## src/rtl/controle_multiciclo.sv

```systemverilog
// Multicycle control FSM: fetch, decode, execute, memory, write-back and PC update,
// with bounded handshake waits, sticky error flag and a retired-instruction counter.
module controle_multiciclo #(
  parameter int WAIT_MAX = 15,
  parameter int CNT_W    = 32
) (
  input  logic             clk,
  input  logic             rst_n,
  input  logic [31:0]      instr,
  input  logic             instr_ready,
  input  logic             mem_ready,
  input  logic             zero,
  output logic [3:0]       estado,
  output logic             pcsrc,
  output logic [11:0]      imediato,
  output logic             negativo,
  output logic             instr_req,
  output logic             mem_read,
  output logic             mem_write,
  output logic             reg_write,
  output logic [1:0]       alu_op,
  output logic             alu_src,
  output logic             erro,
  output logic [CNT_W-1:0] retiradas
);

  localparam int WT_W = (WAIT_MAX < 2) ? 1 : $clog2(WAIT_MAX + 1);

  typedef enum logic [3:0] {
    BUSCA = 4'b0001,
    DECOD = 4'b0010,
    EXEC  = 4'b0011,
    MEM   = 4'b0100,
    ESCR  = 4'b0101,
    PCUPD = 4'b1000
  } state_t;

  typedef enum logic [2:0] {
    CL_R  = 3'd0,
    CL_I  = 3'd1,
    CL_LD = 3'd2,
    CL_ST = 3'd3,
    CL_BR = 3'd4
  } cls_t;

  state_t                  r_state;
  state_t                  w_next;
  logic [WT_W-1:0]         r_wait;
  logic [WT_W-1:0]         w_wait_nxt;
  logic                    w_wait_last;
  logic                    w_err_evt;
  logic                    r_erro;
  logic [CNT_W-1:0]        r_ret;
  logic                    r_pcsrc;
  logic                    r_neg;
  logic [11:0]             r_imm;
  cls_t                    r_cls;
  logic                    r_bne;

  // Fields latched at fetch; no reset needed, always written before DECOD reads them
  logic [6:0]              r_opcode;
  logic [2:0]              r_funct3;
  logic signed [12:0]      r_bimm;

  cls_t                    w_cls;
  logic                    w_bne;
  logic                    w_dec_err;
  logic [12:0]             w_mag;
  logic                    w_unused_regs;

  // Magnitude of the 13-bit branch offset; -4096 yields 13'h1000 (bit 12 set = out of range)
  function automatic logic [12:0] mag13(input logic signed [12:0] v);
    logic signed [12:0] n;
    n = -v;
    return v[12] ? $unsigned(n) : $unsigned(v);
  endfunction

  assign w_unused_regs = ^instr[24:15];
  assign w_wait_last   = (r_wait == WT_W'(WAIT_MAX - 1));
  assign w_mag         = mag13(r_bimm);

  always_ff @(posedge clk) begin
    if (r_state == BUSCA && instr_ready) begin
      r_opcode <= instr[6:0];
      r_funct3 <= instr[14:12];
      r_bimm   <= {instr[31], instr[7], instr[30:25], instr[11:8], 1'b0};
    end
  end

  always_comb begin
    w_cls     = CL_R;
    w_bne     = 1'b0;
    w_dec_err = 1'b0;
    case (r_opcode)
      7'b0110011: w_cls = CL_R;
      7'b0010011: w_cls = CL_I;
      7'b0000011: w_cls = CL_LD;
      7'b0100011: w_cls = CL_ST;
      7'b1100011: begin
        w_cls = CL_BR;
        if (r_funct3 == 3'b001)      w_bne = 1'b1;
        else if (r_funct3 != 3'b000) w_dec_err = 1'b1;
        if (w_mag[12])               w_dec_err = 1'b1;
      end
      default:    w_dec_err = 1'b1;
    endcase
  end

  always_comb begin
    w_next    = r_state;
    w_err_evt = 1'b0;
    case (r_state)
      BUSCA: begin
        if (instr_ready) begin
          w_next = DECOD;
        end else if (w_wait_last) begin
          w_next    = PCUPD;
          w_err_evt = 1'b1;
        end
      end
      DECOD: begin
        if (w_dec_err) begin
          w_next    = PCUPD;
          w_err_evt = 1'b1;
        end else begin
          w_next = EXEC;
        end
      end
      EXEC: begin
        case (r_cls)
          CL_BR:        w_next = PCUPD;
          CL_LD, CL_ST: w_next = MEM;
          default:      w_next = ESCR;
        endcase
      end
      MEM: begin
        if (mem_ready) begin
          w_next = (r_cls == CL_LD) ? ESCR : PCUPD;
        end else if (w_wait_last) begin
          w_next    = PCUPD;
          w_err_evt = 1'b1;
        end
      end
      ESCR:    w_next = PCUPD;
      PCUPD:   w_next = BUSCA;
      default: w_next = BUSCA;
    endcase
  end

  // The wait counter only runs while a handshake state holds; any transition clears it
  assign w_wait_nxt = ((r_state == BUSCA || r_state == MEM) && w_next == r_state)
                      ? r_wait + WT_W'(1) : '0;

  always_ff @(posedge clk or negedge rst_n) begin
    if (!rst_n) begin
      r_state <= BUSCA;
      r_wait  <= '0;
      r_erro  <= 1'b0;
      r_ret   <= '0;
      r_pcsrc <= 1'b0;
      r_neg   <= 1'b0;
      r_imm   <= '0;
      r_cls   <= CL_R;
      r_bne   <= 1'b0;
    end else begin
      r_state <= w_next;
      r_wait  <= w_wait_nxt;
      if (w_err_evt) r_erro <= 1'b1;
      if (r_state == PCUPD) r_ret <= r_ret + CNT_W'(1);
      case (r_state)
        DECOD: begin
          r_cls <= w_cls;
          r_bne <= w_bne;
          r_neg <= (w_cls == CL_BR) ? r_bimm[12] : 1'b0;
          r_imm <= (w_cls == CL_BR) ? w_mag[11:0] : 12'd0;
        end
        EXEC: begin
          if (r_cls == CL_BR) r_pcsrc <= r_bne ? ~zero : zero;
        end
        PCUPD:   r_pcsrc <= 1'b0;
        default: ;
      endcase
    end
  end

  always_comb begin
    instr_req = 1'b0;
    mem_read  = 1'b0;
    mem_write = 1'b0;
    reg_write = 1'b0;
    alu_op    = 2'b00;
    alu_src   = 1'b0;
    case (r_state)
      BUSCA: instr_req = 1'b1;
      EXEC: begin
        alu_src = (r_cls == CL_I) || (r_cls == CL_LD) || (r_cls == CL_ST);
        case (r_cls)
          CL_BR:      alu_op = 2'b01;
          CL_R, CL_I: alu_op = 2'b10;
          default:    alu_op = 2'b00;
        endcase
      end
      MEM: begin
        mem_read  = (r_cls == CL_LD);
        mem_write = (r_cls == CL_ST);
      end
      ESCR:    reg_write = 1'b1;
      default: ;
    endcase
  end

  assign estado    = r_state;
  assign pcsrc     = r_pcsrc;
  assign imediato  = r_imm;
  assign negativo  = r_neg;
  assign erro      = r_erro;
  assign retiradas = r_ret;

endmodule
```

## config.mk

```make
export PLATFORM = sky130hd
export DESIGN_NAME = controle_multiciclo
export DESIGN_NICKNAME = d
export VERILOG_FILES = /design/src/rtl/controle_multiciclo.sv
export SDC_FILE = /design/constraint.sdc
export NUM_CORES = 1
export LEC_CHECK = 0
export ABC_CLOCK_PERIOD_IN_PS = 3190
export CORE_AREA = 2 2 94 96
export DETAILED_ROUTE_END_ITERATION = 12
export DIE_AREA = 0 0 96 98
export HOLD_SLACK_MARGIN = 0.15
export PLACE_DENSITY_LB_ADDON = 0.3
export REMOVE_ABC_BUFFERS = 1
export SYNTH_ARGS = -nofsm -noshare
export SYNTH_HDL_FRONTEND = slang
export SYNTH_SLANG_ARGS = --single-unit
```

## constraint.sdc

```tcl
create_clock -name clk -period 3.19 [get_ports clk]
set_input_delay 0.7975 -clock clk [delete_from_list [all_inputs] [get_ports clk]]
set_output_delay 0.7975 -clock clk [all_outputs]
set_load 0.1 [all_outputs]
```

==> summary.txt, run 1 <==
Placed design
  • Final GP Congestion: 0.8567
  • Placed Cells: 498
  • DP HPWL: 5204 um
  • I/O Buffers: 83

Clock tree
  • Clk buf depth: 2
  • CTS Hold Bufs: 0
  • Clk root buf: clkbuf_8
  • Setup bufs post-CTS: 0
  • Worst-path clk slew: 0.08 ns
  • Clk sinks: 80
  • Worst-Skew Late Latency: 0.34 ns
  • CTS tree: done
  • H-Tree Depth: 3
  • Post-cts resize count: 0
  • Cts bufs inserted: 9

Route
  • Antenna Violating Nets Remaining: 0
  • Detailed Route WL: 7026 um
  • DRT Pass-1 Iters: 4
  • Vias post-DR: 2,653
  • 1st-iter DRT viols: 202
  • Vias/cell: 5.161
  • Wire length per cell: 13.67 um
  • Post-route DRC violation count: 0

Worst setup path
  • Setup crit end kind: output port
  • Worst reg2reg path depth: 5
  • Crit-path cells: nor3b_1 > nand2_1 > nor3_1 > buf_12
  • Required @ worst endpoint: 2.39 ns
  • Crit path max fanout: 11
  • CP max stage delay: 0.55 ns
  • Setup CP Type: reg -> out
  • FF-to-FF Start: r_bimm[6]$_DFFE_PP_
  • Arrival time worst endpoint: 2.11 ns
  • Reg2Reg Capture Point: r_wait[2]$_DFF_PN0_
  • CP max-delay cell: dfrtp_1
  • Startpoint Class: flop
  • R2R Setup Slk: 0.74 ns

Finish
  • Final core utilization: 55.78%
  • Reg area: 2113 sq um
  • ANT cells: 0
  • Share of layout cells above drive strength 1: 22.17%
  • Multi-input gate area: 1416 sq um
  • Fill count: 744
  • Nets: 442
  • Syn-to-layout area delta: 30.14%
  • Post-Layout Cell Count: 514

Yosys
  • Main synth FF type: dfrtp_1
  • Synth top cells by count: dfrtp_1 (57), nand2_1 (38), xnor2_1 (27)
  • Yosys reg bits: 80
  • EDFF count, synth: 22
  • Top post-synthesis cells by area: dfrtp_1 (39%), edfxtp_1 (18%), xnor2_1 (6.5%)
  • Most common cell in the netlist: dfrtp_1
  • Yosys warnings: 0
  • Cell taking the most area after synthesis: dfrtp_1
  • Synth cell types: 51
  • Yosys top cell area share: 39.31%
  • Avg Inst Size Synth: 11.59 sq um
  • Post-Syn Area: 3628 sq um
  • Register area share after synthesis: 58.24%
  • Cell count after synthesis: 313
  • Ys async rst share: 72.50%

Floorplanning
  • Die width: 96 um
  • Top Ports: 95
  • Die area: 9408 sq um
  • Placement Rows: 34
  • Effective utilization at floorplan: 42.86%
  • Die height: 98 um
  • Core ar.: 8466 sq um

STA
  • Tcrit/Tclk final: 91.27%
  • RSZ-0062 raised after global routing: no
  • Fin Hold WS: 0.4726 ns
  • Max-slew violations: 0
  • Rel. slew slack: 52.51%
  • Setup Skew: 0.008735 ns
  • Hold Violations, Final: 0
  • Worst slew pin tran: 0.7123 ns
  • Tmin final: 2.912 ns
  • FMAX: 343.5 MHz
  • Setup TNS: 0 ns
  • Final Setup Violations: 0

Min path
  • HP Start: retiradas[31]$_DFFE_PN0P_
  • Worst Hold Path EP: retiradas[31]$_DFFE_PN0P_
  • HP Class: reg -> reg
  • Worst hold path depth: 1

Global route
  • Largest net degree at the start of global routing: 59
  • Total gr overflow: 0
  • Vias in the first global route: 2,612
  • First-pass GRT wire length: 11,940 um
  • GR Util All Layers: 15.91%
  • Initial antenna violation count: 0

Flow run
  • Number of max-cap violations: 0

Pwr
  • Power Total: 3.459 mW
  • Max rail drop VDD: 360.4 uV
  • PD cells: 732.5 nW/um^2
  • Lkg Pwr: 2.083 nW

Status
  • Status: finished, final reports clean
worst max-delay path by stage:
| stage | to | slack [ns] | from | cells after the start |
|---|---|---|---|---|
| global route | alu_src | 0.06 | estado[1]$_DFF_PN0_ | 4 |
| detailed placement | alu_src | 0.62 | estado[1]$_DFF_PN0_ | 4 |
| global placement | alu_op[0] | 0.65 | estado[1]$_DFF_PN0_ | 4 |
| CTS | alu_src | 0.23 | estado[1]$_DFF_PN0_ | 4 |
| finish | alu_src | 0.28 | estado[1]$_DFF_PN0_ | 4 |
| floorplan | r_bimm[10]$_DFFE_PP_ | -2.38 | estado[1]$_DFF_PN0_ | 2 |
layout make-up:
cell class,count,area share [%]
Clock buffer,9,2.623
Clock inverter,7,2.544
Inverter,10,0.7949
Multi-Input combinational cell,213,29.99
Sequential cell,80,44.75
Tap cell,108,2.862
Timing Repair Buffer,87,16.43
power by group:
part           leakage [nW]  internal (mW)  switching, mW
registers              1.00           1.21          0.151
clock network         0.121          0.521          0.358
logic                 0.962          0.353          0.861
sequential cells by signal, summed over array words and instances (netlist names), 3 cells and up:
signal     flops
retiradas     32
r_bimm        12
imediato      11
r_opcode       7
estado         4
r_wait         4
r_cls          3
r_funct3       3
worst max-delay path, delay by kind of cell, from the launching register on:
kind / cells / cell delay [ns]
buffers and inverters: 1 / 0.23
flip-flops: 1 / 0.55
AND/OR/NAND/NOR: 3 / 0.99
cell usage in the layout (no fill, tap or decap), drive strengths merged, types with 8 or more instances in the layout:
cell type and count:
xnor2 27, o21ai 16, nor2 19, nand4 12
clkdlybuf4s50 25, nor3 8, edfxtp 22, xor2 17
buf 62, nand3 12, nand2 38, dfrtp 57
clkbuf 9, inv 10
metal layers:
layer / up-vias / GRT usage (%) / wire, um
met4: 0 / 6.044 / 133
met2: 91 / 26.50 / 3520
met5: - / 0 / 0
met1: 1263 / 20.02 / 3022
li1: 1283 / - / -
met3: 16 / 3.472 / 350
cells by family (layout without fill, tap and decap cells):
kind of cell    after synthesis  count (layout)  share of synthesized area (%)
flops                        80              80                          58.24
simple gates                125             125                          19.97
other cells                   1               1                         0.1033
xor+xnor                     44              44                          10.62
fa+ha+maj                     4               4                          1.379
compound gates               38              38                          6.690
buf+inv                      20             113                          2.724
mux                           1               1                         0.2759
through the flow:
step,setup slack (ns),cell area [sq um]
after floorplan,-2.380,3567
after detailed placement,0.6174,4478
after global routing,0.06098,4722
after CTS,0.2262,4722
after global placement,0.6476,4478
final,0.2784,4722
No activity file was read; power rests on OpenSTA's default activity.
==> run 2, diff against run 1 <==
--- a/config.mk
+++ b/config.mk
@@ -13,4 +13,5 @@
 export PLACE_DENSITY_LB_ADDON = 0.3
 export REMOVE_ABC_BUFFERS = 1
+export SLEW_MARGIN = 20
 export SYNTH_ARGS = -nofsm -noshare
 export SYNTH_HDL_FRONTEND = slang
==> constraint.sdc (replaced) <==
create_clock -name clk -period 3.19 [get_ports clk]
set_input_delay 0.4785 -clock clk [delete_from_list [all_inputs] [get_ports clk]]
set_output_delay 0.4785 -clock clk [all_outputs]
set_load 0.1 [all_outputs]
==> run 2 against run 1 <==
  * Non-clock buffer count down 1
  * Final area decreased by 2.7%
  * Sequential share of layout area grew 1.3 points
  * Sequential power is essentially flat
  * Combinational power down 6%
  * Die area did not move
  * Register-to-register slack better by 0.03 ns
  * Setup slack better by 0.21 ns
  * Maximum frequency up 8.0%
  * Clock power shrank 21%
  * Routed wire length decreased by 2.1%
  * Critical path type unchanged
  * Largest cell class unchanged
==> summary.txt, run 2 (synthesis results as in run 1) <==
Worst setup path
  • Arrival time worst endpoint: 2.22 ns
  • Crit-path cells: nor3b_1 > nand2_1 > nor2_1 > buf_4
  • Crit path max fanout: 11
  • Startpoint Class: flop
  • Setup CP Type: reg -> out
  • Setup crit end kind: output port
  • CP max stage delay: 0.55 ns
  • CP max-delay cell: dfrtp_1
  • Required @ worst endpoint: 2.71 ns

Flow run
  • Number of max-cap violations: 0

STA
  • Worst slew pin tran: 0.9586 ns
  • FMAX: 370.8 MHz
  • Rel. slew slack: 35.90%
  • Max-slew violations: 0
  • Hold Violations, Final: 0
  • Tmin final: 2.697 ns
  • Final Setup Violations: 0
  • Setup Skew: 0.006495 ns
  • Tcrit/Tclk final: 84.55%
  • Setup TNS: 0 ns
  • RSZ-0062 raised after global routing: no

Clock tree
  • Cts bufs inserted: 9
  • Worst-Skew Late Latency: 0.34 ns
  • Worst-path clk slew: 0.07 ns
  • CTS Hold Bufs: 0
  • CTS tree: done
  • Clk sinks: 80
  • Post-cts resize count: 0
  • H-Tree Depth: 3
  • Clk root buf: clkbuf_8
  • Setup bufs post-CTS: 0
  • Clk buf depth: 2

Floorplanning
  • Die height: 98 um
  • Die area: 9408 sq um
  • Top Ports: 95
  • Effective utilization at floorplan: 42.86%
  • Die width: 96 um
  • Core ar.: 8466 sq um
  • Placement Rows: 34

Global route
  • GR Util All Layers: 15.20%
  • GRT busiest layer: met2
  • Largest net degree at the start of global routing: 43
  • Met3 Track Usage GR: 3.395%
  • Vias in the first global route: 2,446
  • GR Util met2: 23.88%
  • First-pass GRT wire length: 11,300 um
  • Met1 usage: 20.51%
  • Total gr overflow: 0
  • Initial antenna violation count: 0

Pwr
  • Clock group share of total power: 21.7%
  • Sw Share: 41.60%
  • Max rail drop VDD: 426.1 uV
  • Internal: 1.866 mW
  • PD cells: 695.7 nW/um^2
  • Lkg Pwr: 2.032 nW
  • Power Total: 3.195 mW
  • Sequential power share: 42.5%
  • Net load switching power: 1.329 mW
  • Comb power frac: 35.7%

Finish
  • Syn-to-layout area delta: 26.59%
  • Max reg flops: 32
  • Most frequent cells in the layout: buf_4 (58), dfrtp_1 (57), nand2_1 (38)
  • Post-Layout Cell Count: 513
  • Post-route cell area: 4593 sq um
  • Commonest non-fill, non-tap cell in the layout: buf_4
  • Share of layout cells above drive strength 1: 20.99%
  • ANT cells: 0
  • Nets: 441

Placed design
  • I/O Buffers: 83
  • DP HPWL: 5081 um
  • Placed cell areas: 4413 sq um
  • Placed Cells: 497
  • Final GP Congestion: 0.8962

Route
  • Antenna Violating Nets Remaining: 0
  • Post-route DRC violation count: 0
  • DRT Pass-1 Iters: 4
  • Wire length per cell: 13.41 um
  • Vias/cell: 5.094
  • Vias post-DR: 2,613
  • Detailed Route WL: 6877 um
  • 1st-iter DRT viols: 94

Min path
  • HP Class: in -> async

Status
  • Status: finished, final reports clean
-- run 2: changes by cell type in the layout (fill, tap and decap cells not counted) --
cell and delta:
clkinv_4 -3, clkdlybuf4s50_1 +2, buf_12 -5, clkinv_2 +3, bufinv_16 -2, buf_4 +2, clkbuf_1 +2
-- run 2: path summary, 6_finish.rpt --
check / startpoint / to / slack, ns / depth (start not counted)
setup / recovery: estado[1]$_DFF_PN0_ / alu_op[0] / 0.49 / 4
hold / removal: rst_n / retiradas[6]$_DFFE_PN0P_ / 0.28 / 1
setup reg to reg: r_bimm[6]$_DFFE_PP_ / r_wait[0]$_DFF_PN0_ / 0.77 / 5
hold reg to reg: retiradas[31]$_DFFE_PN0P_ / retiradas[31]$_DFFE_PN0P_ / 0.47 / 1
max in group asynchronous: rst_n / imediato[9]$_DFFE_PN0P_ / 2.13 / 2
min in group clk: retiradas[31]$_DFFE_PN0P_ / retiradas[31]$_DFFE_PN0P_ / 0.47 / 1
-- run 2: cell type report --
class	instances	area, sq um
clock buffer	11	131.4
clock inverter	5	48.80
fill	751	3872
inverter	10	37.54
multi-input combinational	213	1416
sequential	80	2113
tap	108	135.1
timing repair buffer	86	710.7
-- run 2: layer usage --
layer	up-vias	part of all wire (%)	wire length, um
li1	1281	-	-
met3	10	5.5	380
met1	1240	45	3106
met2	82	48	3307
met5	-	0	0
met4	0	1.2	83
-- run 2: per-stage QoR --
stage,worst slack [ns],hold slack (ns),utilization (%)
after CTS,0.5271,0.3040,54.26
after detailed placement,0.7568,0.4665,52.13
after floorplan,-2.380,0.1829,-
final,0.4930,0.2770,54.26
after global placement,0.7978,0.4552,52.13
after global routing,0.4149,0.3396,54.26
-- run 2: power groups by stage --
stage | combinational, mW | clock, mW | sequential (mW)
after floorplan | 0.463 | 0 | 1.71
after global placement | 1.14 | 0 | 1.37
after detailed placement | 1.15 | 0 | 1.38
after CTS | 1.15 | 0.727 | 1.36
after global routing | 1.21 | 0.772 | 1.38
final | 1.14 | 0.695 | 1.36
-- run 2: critical path: cells and delay by family (launching register included) --
family / cells / cell delay (ns)
buf+inv: 1 / 0.36
flops: 1 / 0.55
simple gates: 3 / 0.97
==> run 3, diff against run 2 <==
ABC_CLOCK_PERIOD_IN_PS = 2710   (was 3190)
clock period = 2.71 ns   (was 3.19 ns; I/O delays follow)
==> run 3 against run 2 <==
  * Critical path depth grew 1
  * Combinational power grew 29%
  * First-iteration DRC count grew 63%
  * Global-route usage grew 0.15 points
  * Setup slack lost 0.36 ns
  * Clock power grew 21%
  * Die area is the same
  * Critical endpoint unchanged
==> summary.txt, run 3 (synthesis results as in run 1) <==
Status
  • Status: finished, final reports clean

Worst setup path
  • Setup crit end kind: output port
  • CP max-delay cell: nor2_1
  • Crit path max fanout: 12
  • CP max stage delay: 0.44 ns
  • Required @ worst endpoint: 2.30 ns
  • Setup CP Type: reg -> out
  • Startpoint Class: flop
  • Crit-path cells: buf_4 > nor3b_1 > nand2_1 > nor2_1 > buf_12
  • Arrival time worst endpoint: 2.17 ns
  • Worst path bufs/invs: 2
  • CP top delay family: simple AND/OR/NAND/NOR gates

Finish
  • Fill count: 734
  • Reg area: 2113 sq um
  • Multi-input gate area: 1416 sq um
  • Most frequent cells in the layout: buf_4 (61), dfrtp_1 (57), nand2_1 (38)
  • Max reg flops: 32
  • Nets: 447
  • Syn-to-layout area delta: 29.66%
  • Commonest non-fill, non-tap cell in the layout: buf_4
  • ANT cells: 0
  • Share of layout cells above drive strength 1: 22.63%

Pwr
  • Sequential power share: 40.5%
  • Power Total: 3.879 mW
  • Max rail drop VDD: 562.6 uV
  • Internal: 2.311 mW
  • Comb power frac: 37.9%
  • Clock group share of total power: 21.6%
  • PD cells: 824.6 nW/um^2
  • Lkg Pwr: 2.085 nW
  • Sw Share: 40.43%
  • Net load switching power: 1.568 mW

Placed design
  • Dpl ws: 0.3740 ns
  • Final GP Congestion: 0.9750
  • I/O Buffers: 83
  • DP HPWL: 5091 um

STA
  • Tmin final: 2.574 ns
  • Tcrit/Tclk final: 94.97%
  • Final Setup Violations: 0
  • FMAX: 388.5 MHz
  • Worst setup margin: 0.1362 ns
  • Setup TNS: 0 ns
  • RSZ-0062 raised after global routing: no
  • Rel. slew slack: 51.74%
  • Setup Skew: 0.008942 ns
  • Max-slew violations: 0
  • Worst slew pin tran: 0.7239 ns
  • Hold Violations, Final: 0
  • Fin Hold WS: 0.2196 ns

Route
  • Vias post-DR: 2,661
  • Detailed Route WL: 6854 um
  • Vias/cell: 5.127
  • 1st-iter DRT viols: 153
  • DRT Pass-1 Iters: 4
  • Wire length per cell: 13.21 um
  • Antenna Violating Nets Remaining: 0
  • Post-route DRC violation count: 0

Global route
  • Vias in the first global route: 2,602
  • First-pass GRT wire length: 11,610 um
  • Initial antenna violation count: 0
  • Total gr overflow: 0
  • Largest net degree at the start of global routing: 59
  • GR Util All Layers: 15.34%

Floorplanning
  • Core ar.: 8466 sq um
  • Die width: 96 um
  • Die area: 9408 sq um
  • Effective utilization at floorplan: 42.86%
  • Placement Rows: 34
  • Top Ports: 95
  • Die height: 98 um

Clock tree
  • Cts bufs inserted: 9
  • CTS tree: done
  • Clk root buf: clkbuf_8
  • CTS Hold Bufs: 0
  • Clk buf depth: 2
  • Worst-Skew Late Latency: 0.33 ns
  • Post-cts resize count: 0
  • H-Tree Depth: 3
  • Clk sinks: 80
  • Worst-path clk slew: 0.08 ns
  • Setup bufs post-CTS: 0

Flow run
  • Number of max-cap violations: 0

Min path
  • HP Class: in -> async
[run 3: final timing paths]
check                      slack [ns]                 startpoint                   endpoint  cells past startpoint
setup / recovery                 0.14        estado[2]$_DFF_PN0_                  alu_op[0]                      5
hold / removal                   0.22                      rst_n   retiradas[6]$_DFFE_PN0P_                      2
setup reg to reg                 0.38        r_bimm[6]$_DFFE_PP_        r_wait[2]$_DFF_PN0_                      5
hold reg to reg                  0.47  retiradas[31]$_DFFE_PN0P_  retiradas[31]$_DFFE_PN0P_                      1
max in group asynchronous        2.01                      rst_n    imediato[9]$_DFFE_PN0P_                      2
min in group clk                 0.47  retiradas[31]$_DFFE_PN0P_  retiradas[31]$_DFFE_PN0P_                      1
[run 3: routing by layer]
metal	global-route usage, %	share of wire [%]	vias to the layer above
li1	-	-	1294
met1	20.41	45	1280
met2	24.57	49	81
met3	3.086	5.1	6
met4	5.824	0.92	0
met5	0	0	-
[run 3: layout make-up]
| cell class | count | area share [%] |
|---|---|---|
| repair buffers | 92 | 17.29 |
| inverters | 10 | 0.7979 |
| clock inverters | 4 | 0.9309 |
| well taps | 108 | 2.872 |
| clock buffers | 12 | 3.085 |
| flip-flops and latches | 80 | 44.92 |
| multi-input cells | 213 | 30.11 |
[run 3: per-stage QoR]
stage	util [%]	std cells	area, sq um
global placement	53.34	503	4516
finish	55.57	519	4705
detailed placement	53.34	503	4516
CTS	55.57	519	4705
global route	55.57	519	4705
floorplan	-	303	3567
[run 3: power by group through the flow]
stage          sequential, mW  combinational (mW)  clock [mW]
3_3_place_gp             1.59                1.46           0
2_1_floorplan            1.95               0.494           0
6_report                 1.57                1.47       0.838
5_1_grt                  1.59                1.56       0.934
3_5_place_dp             1.60                1.48           0
4_1_cts                  1.57                1.48       0.873
[run 3: worst reg2reg max path, stage by stage, from the launching register on]
cell      delay (ns)
edfxtp_1        0.43
or4_4           0.56
or4_4           0.57
nand4_1         0.13
a41oi_1         0.21
nor4b_1         0.34
